[src/rtl/race_arb_pkg.sv]
// Shared types and default sizing for the race arbiter bank.
package race_arb_pkg;

  typedef enum logic [1:0] {
    ST_IDLE = 2'd0,
    ST_RACE = 2'd1,
    ST_DONE = 2'd2
  } race_state_t;

  localparam int N_CH_DEF    = 8;
  localparam int TIMEOUT_DEF = 200;
  localparam int CNT_W_DEF   = 8;

endpackage

[src/rtl/race_arb_channel.sv]
// One race judge: input capture, edge history, lock and result flops.
// RACE_ARB_SYNC_EN selects a two-flop synchroniser instead of a single capture flop.
module race_arb_channel #(
  parameter logic TIE_VAL = 1'b0
) (
  input  logic clk,
  input  logic rst,
  input  logic arm,
  input  logic racing,
  input  logic force_to,
  input  logic fin1,
  input  logic fin2,
  output logic out,
  output logic tie,
  output logic timeout,
  output logic settled
);

  logic samp1, samp2;
  logic hist1, hist2;
  logic lock;
  logic r1, r2, hit;

`ifdef RACE_ARB_SYNC_EN
  logic [1:0] sync1, sync2;

  always_ff @(posedge clk) begin
    if (rst) begin
      sync1 <= '0;
      sync2 <= '0;
    end else begin
      sync1 <= {sync1[0], fin1};
      sync2 <= {sync2[0], fin2};
    end
  end

  assign samp1 = sync1[1];
  assign samp2 = sync2[1];
`else
  logic cap1, cap2;

  always_ff @(posedge clk) begin
    if (rst) begin
      cap1 <= 1'b0;
      cap2 <= 1'b0;
    end else begin
      cap1 <= fin1;
      cap2 <= fin2;
    end
  end

  assign samp1 = cap1;
  assign samp2 = cap2;
`endif

  assign r1  = samp1 & ~hist1;
  assign r2  = samp2 & ~hist2;
  assign hit = racing & ~lock & (r1 | r2);

  // Look-ahead so the top can finish the race on the edge that registers the last result.
  assign settled = lock | hit;

  // History tracks the sample every cycle, so the arm edge loads the current level.
  always_ff @(posedge clk) begin
    if (rst) begin
      hist1   <= 1'b0;
      hist2   <= 1'b0;
      lock    <= 1'b0;
      out     <= 1'b0;
      tie     <= 1'b0;
      timeout <= 1'b0;
    end else begin
      hist1 <= samp1;
      hist2 <= samp2;
      if (arm) begin
        lock    <= 1'b0;
        out     <= 1'b0;
        tie     <= 1'b0;
        timeout <= 1'b0;
      end else if (hit) begin
        lock <= 1'b1;
        if (r1 && r2) begin
          tie <= 1'b1;
          out <= TIE_VAL;
        end else begin
          out <= r1;
        end
      end else if (racing && !lock && force_to) begin
        lock    <= 1'b1;
        timeout <= 1'b1;
        out     <= 1'b0;
      end
    end
  end

endmodule

[src/rtl/race_arbiter_bank.sv]
// Parallel arbiter-PUF race judge bank with a shared timeout counter.
// Build option RACE_ARB_SYNC_EN: two-flop synchroniser on every finished line.
//
// state | meaning
// IDLE  | waiting for the first start after reset
// RACE  | channels armed, counter running
// DONE  | results valid and held until the next start
module race_arbiter_bank
  import race_arb_pkg::*;
#(
  parameter int   N_CH    = N_CH_DEF,
  parameter int   TIMEOUT = TIMEOUT_DEF,
  parameter int   CNT_W   = CNT_W_DEF,
  parameter logic TIE_VAL = 1'b0
) (
  input  logic            clk,
  input  logic            rst,
  input  logic            global_rst,
  input  logic            start,
  input  logic [N_CH-1:0] finished1,
  input  logic [N_CH-1:0] finished2,
  output logic [N_CH-1:0] out,
  output logic [N_CH-1:0] tie,
  output logic [N_CH-1:0] timeout,
  output logic            busy,
  output logic            done
);

  localparam logic [CNT_W-1:0] CNT_LAST = CNT_W'(TIMEOUT - 1);

  race_state_t      state;
  logic [CNT_W-1:0] cnt;
  logic [N_CH-1:0]  settled;
  logic             rst_any;
  logic             racing;
  logic             arm;
  logic             to_hit;
  logic             all_res;

  assign rst_any = rst | global_rst;
  assign racing  = (state == ST_RACE);
  assign arm     = start & ~racing;
  assign to_hit  = racing & (cnt == CNT_LAST);
  assign all_res = &settled;

  for (genvar i = 0; i < N_CH; i++) begin : g_ch
    race_arb_channel #(
      .TIE_VAL (TIE_VAL)
    ) u_ch (
      .clk      (clk),
      .rst      (rst_any),
      .arm      (arm),
      .racing   (racing),
      .force_to (to_hit),
      .fin1     (finished1[i]),
      .fin2     (finished2[i]),
      .out      (out[i]),
      .tie      (tie[i]),
      .timeout  (timeout[i]),
      .settled  (settled[i])
    );
  end

  always_ff @(posedge clk) begin
    if (rst_any) begin
      state <= ST_IDLE;
      cnt   <= '0;
      busy  <= 1'b0;
      done  <= 1'b0;
    end else begin
      case (state)
        ST_IDLE, ST_DONE: begin
          if (start) begin
            state <= ST_RACE;
            cnt   <= '0;
            busy  <= 1'b1;
            done  <= 1'b0;
          end
        end
        ST_RACE: begin
          if (cnt != '1) cnt <= cnt + CNT_W'(1);
          if (all_res || to_hit) begin
            state <= ST_DONE;
            busy  <= 1'b0;
            done  <= 1'b1;
          end
        end
        default: begin
          state <= ST_IDLE;
          busy  <= 1'b0;
          done  <= 1'b0;
        end
      endcase
    end
  end

endmodule
[config.mk]
export PLATFORM = sky130hd
export DESIGN_NAME = race_arbiter_bank
export DESIGN_NICKNAME = d
export VERILOG_FILES = /design/src/rtl/race_arb_pkg.sv /design/src/rtl/race_arb_channel.sv /design/src/rtl/race_arbiter_bank.sv
export SDC_FILE = /design/constraint.sdc
export NUM_CORES = 1
export LEC_CHECK = 0
export CORE_ASPECT_RATIO = 1.25
export CORE_MARGIN = 5
export CORE_UTILIZATION = 56
export CTS_BUF_LIST = sky130_fd_sc_hd__clkbuf_2 sky130_fd_sc_hd__clkbuf_4 sky130_fd_sc_hd__clkbuf_8
export DETAILED_ROUTE_END_ITERATION = 10
export PLACE_DENSITY = 0.82
export SLEW_MARGIN = 20
export SYNTH_ARGS = -nofsm -noshare
export SYNTH_HDL_FRONTEND = slang
export SYNTH_HIERARCHICAL = 1
export SYNTH_SLANG_ARGS = --single-unit
[constraint.sdc]
create_clock -name clk -period 2.5 [get_ports clk]
set_input_delay 0.5 -clock clk [delete_from_list [all_inputs] [get_ports clk]]
set_output_delay 0.5 -clock clk [all_outputs]
set_load 0.005 [all_outputs]
# After elaboration in Yosys (flattened, before gate mapping)
# Cells that the tools add are included.
dict set report op_classes {
  eq_ne 7
  n_bitwise 84
  n_reduce_logical 64
  add_sub_neg 1
  n_mux 52
}
# operator n
set ops {}
lappend ops {{$mux W1} 44}
lappend ops {{$and A1 B1 Y1} 34}
lappend ops {{$reduce_and A2 Y1} 17}
lappend ops {{$not A1 Y1} 33}
lappend ops {{$logic_and A1 B1 Y1} 24}
lappend ops {{$reduce_bool A2 Y1} 9}
lappend ops {{$or A1 B1 Y1} 17}
lappend ops {{$mux W8} 2}
lappend ops {{$pmux W8 S2} 1}
lappend ops {{$add A8 B1 Y8 const B} 1}
lappend ops {{$eq A8 B8 Y1 const B} 1}
lappend ops {{$logic_not A1 Y1} 8}
lappend ops {{$ne A8 B8 Y1 const B} 1}
lappend ops {{$reduce_and A8 Y1} 1}
lappend ops {{$ne A2 B2 Y1 const B} 3}
lappend ops {{$mux W2} 2}
lappend ops {{$pmux W1 S2} 2}
lappend ops {{$pmux W2 S2} 1}
lappend ops {{$reduce_or A2 Y1} 2}
lappend ops {{$reduce_and A3 Y1} 1}
lappend ops {{$eq A2 B1 Y1 const B} 1}
lappend ops {{$eq A2 B2 Y1 const B} 1}
lappend ops {{$logic_not A2 Y1} 1}
lappend ops {{$logic_or A1 B1 Y1} 1}
dict set report totals {
  inputBits 20
  out_inout_bits 26
  elab_cells 276
  regBits 76
}

# Longest topological paths before layout
dict set report depth {
  depth_word 9
  mapped_depth 9
  depth_no_buf 8
}

# Hierarchy
# Netlist, hierarchy kept.
# module seq_area_each_um2 cells_each area_per_inst_um2 instances
set by_module_without_submodules {}
lappend by_module_without_submodules {race_arb_channel 160.2 31 316.6 8}
lappend by_module_without_submodules {race_arbiter_bank 220.2 77 645.6 1}

# Least setup slack after synthesis
# OpenSTA, ideal clock, no wires.
dict set report synth_path {
  path_kind {register -> register}
  start {reg cnt[0]}
  end {reg g_ch[0].u_ch.timeout}
  path_stages_with_launch 7
  setup_slack_ns 0.204
  n_path_buf 0
  period_less_slack_ns 2.296
  setup_ns 0.093
  arrival_time_ns 2.203
  required_ns 2.407
  path_cell_list {dfxtp_1 ha_1 nand4_1 nor3_1 and3b_1 a31oi_1 nor3_1}
}
dict set report synth_between {
  elab_chain_cells 4
}
# element line
set synth_rtl {}
lappend synth_rtl {{start: declaration} race_arbiter_bank.sv:32} ;# logic [CNT_W-1:0] cnt;
lappend synth_rtl {{start signal: assignment} race_arbiter_bank.sv:81} ;# if (cnt != '1) cnt <= cnt + CNT_W'(1);
lappend synth_rtl {{$eq A8 B8 Y1} race_arbiter_bank.sv:43} ;# assign to_hit = racing & (cnt == CNT_LAST);
lappend synth_rtl {{$and A1 B1 Y1} race_arbiter_bank.sv:43}
lappend synth_rtl {{net to_hit} race_arbiter_bank.sv:37} ;# logic to_hit;
lappend synth_rtl {{$logic_and A1 B1 Y1} race_arb_channel.sv:88} ;# end else if (racing && !lock && force_to) begin
lappend synth_rtl {{$reduce_and A2 Y1 (no source line)} --}
lappend synth_rtl {{end signal: assignment} race_arb_channel.sv:71} ;# timeout <= 1'b0;
lappend synth_rtl {{end signal: assignment} race_arb_channel.sv:79} ;# timeout <= 1'b0;
lappend synth_rtl {{end signal: assignment} race_arb_channel.sv:90} ;# timeout <= 1'b1;
lappend synth_rtl {{end: declaration} race_arb_channel.sv:15} ;# output logic timeout,
# The timed path passes the listed nets, and every way through them passes these cells.
# A chain may end at the register's enable or synchronous reset.

==> run_results.csv <==
group,metric,value,unit
sta,rsz0062_at_grt,"false",
power,p_per_area,599,nW/um^2
route,first_pass_iters,5,
setup_path,cp_max_fo,20,
route,wl_met2,3230,um
finish,layout_common_cells,"dfxtp_1 (75), clkdlybuf4s50_1 (45), nor2b_1 (40), nor2_1 (19)",
place,port_buffers,45,
worst_hold_path,min_path_type,"flip-flop to flip-flop",
global_routing,grt_pass1_wl,11500,um
global_routing,grt_usage,19.2,%
power,p_leak,1.38,nW
clock_network,cts.sinks,75,
sta,worst_pin_slew,0.417,ns
yosys,synth_fp_nets,346,
route,final_antenna_net_count,0,
yosys,syn_area,3180,um^2
route,maxUsedRoutingLayer,"met4",
route,wl,6400,um
yosys,ys_seq_area_share,47.2,%
sta,slew_headroom,71.5,%
route,remaining_drc_errors,0,
sta,period_needed,1.96,ns
route,drt-met1-wl,2720,um
finish,drive_above_1_share,11.6,%
global_routing,antenna_found_initial,0,
clock_network,clockBufferDepth,2,
route,met3_length,343,um
clock_network,cts.clk_slew.worst_paths,0.08,ns
setup_path,crit_required,2.73,ns
die,placementRows,30,
sta,max_freq,0.511,GHz
yosys,ys_ff_latch,75,
clock_network,cts_buffers,9,
sta,drv_slew,0,
sta,fin_crit_sh,78.4,%
finish,areaGrowthSynthToFinish,25.1,%
sta,fin_tns_setup,0,ns
power,finalPower,2.38,mW
route,avgRoutedWirePerCell,14.2,um
setup_path,start_kind,"flip-flop",
finish,fillers,410,
die,dieArea,7290,um^2
die,core-area,5480,um^2
die,die_x,77.4,um
run_status,status,"complete, no violations",
run,drv_cap,0,
global_routing,grt_max_degree,44,
global_routing,grt_pass1_vias,2623,
power,vdd_drop_max,0.000352,V
clock_network,post_cts_buffers,0,
sta,hold_violations,0,
place,place_hpwl,4450,um
yosys,synth-edff-count,0,
clock_network,clk_latency,0.34,ns
setup_path,cp-end-kind,"flip-flop",
finish,nets,405,
die,die_h,94.2,um
clock_network,postCtsHoldBufs,0,
yosys,syn_avg_cell_area,9.78,um^2
route,via_per_inst,5.77,
finish,diodes,0,
yosys,yosysWarnings,6,
place,gp_congestion,0.829,
yosys,async_flop_share,0,%
clock_network,cts.repair.resized,0,
die,initial_utilization,58.0,%
setup_path,worstSetupPathType,"flip-flop to flip-flop",
finish,layout_commonest_cell,"dfxtp_1",
sta,finClkSkew,0.00913,ns
die,ios,46,
sta,setup_viol,0,
clock_network,cts_tree,"built",
route,vias,2610,
setup_path,worstPathArrival,2.19,ns
clock_network,cts_root_buf,"clkbuf_8",
yosys,synthFlopType,"dfxtp_1",
clock_network,cts-htree-levels,3,
route,drt_iter0_drc,179,
global_routing,grt_overflow,0,
yosys,postSynthCellCount,325,
yosys,synth.distinct_cells,43,
synth_stat cells, drive strengths merged, types with 3 or more instances:
cell type	count	area [um^2]
nand2b	18	173
nand2	13	48.8
and4bb	8	100
and3b	8	70.1
nand3	8	40.0
nor2b	40	250
dfxtp	75	1500
buf	3	21.3
o21a	9	67.6
mux2i	4	40.0
a31oi	16	100
a21oi	11	55.1
nor2	19	71.3
nor3	9	45.0
o21ai	16	80.1
or2	8	50.1
a311oi	9	129
clkbuf	3	11.3
nand3b	11	82.6
inv	10	37.5
nand4	5	31.3
logic make-up (layout without fill, tap and decap cells):
group                      after synthesis  count (layout)  synth area share [%]
and+or+nand+nor                        155             155                  32.0
DFF                                     75              75                  47.2
AOI/OAI and AO/OA                       73              73                  16.7
buffers and inverters                   17              80                  2.32
muxes                                    4               4                  1.26
adders and majority gates                1               1                 0.394
registers in the layout, indices dropped and copies added (netlist names):
register,cells
g_ch.u_ch/out,8
g_ch.u_ch/lock,8
g_ch.u_ch/cap2,8
g_ch.u_ch/hist2,8
done,1
busy,1
state,1
g_ch.u_ch/tie,8
g_ch.u_ch/cap1,8
g_ch.u_ch/hist1,8
cnt,8
g_ch.u_ch/timeout,8
worst paths after layout:
path	from	end	slack [ns]	depth (start not counted)
worst min-delay path	g_ch[1].u_ch/tie	g_ch[1].u_ch/tie	0.46	1
worst max register to register	done	done	0.54	9
worst max-delay path	done	done	0.54	9
worst min register to register	g_ch[1].u_ch/tie	g_ch[1].u_ch/tie	0.46	1
power by group:
group          internal [mW]  switching [mW]  total [mW]
logic                 0.0730          0.0807       0.154
registers               1.21          0.0138        1.23
clock network          0.580           0.421        1.00
through the flow:
stage               cells  util [%]  area, um^2  hold slack, ns  setup slack [ns]
floorplan             325         -        3180           0.453             0.204
global placement      437      68.6        3760           0.449             0.608
detailed placement    437      68.6        3760           0.452             0.557
CTS                   452      72.6        3980           0.470             0.530
global route          452      72.6        3980           0.485             0.372
finish                452      72.6        3980           0.465             0.541
critical path: stages (launching register included):
cell,delay [ns]
dfxtp_1,0.35
nand2b_1,0.32
clkinv_1,0.15
buf_4,0.22
inv_1,0.08
a21oi_1,0.04
or2_1,0.21
nand4_1,0.10
o22ai_1,0.12
a31o_2,0.26
layer usage:
layer  global-route usage, %  vias to the layer above
met3                    4.70                       10
met5                       0                        -
met1                    22.1                     1229
met2                    33.1                       72
li1                        -                     1299
met4                    8.88                        0
final cells by class:
| type | count | area (um^2) | share of cell area [%] |
|---|---|---|---|
| multi-input cells | 233 | 1610 | 40.4 |
| flip-flops and latches | 75 | 1500 | 37.8 |
| repair buffers | 54 | 531 | 13.3 |
| clock buffers | 10 | 138 | 3.46 |
| well taps | 64 | 80.1 | 2.01 |
| clock inverters | 5 | 77.6 | 1.95 |
| inverters | 11 | 41.3 | 1.04 |
Power figures use the tool's default switching activity.
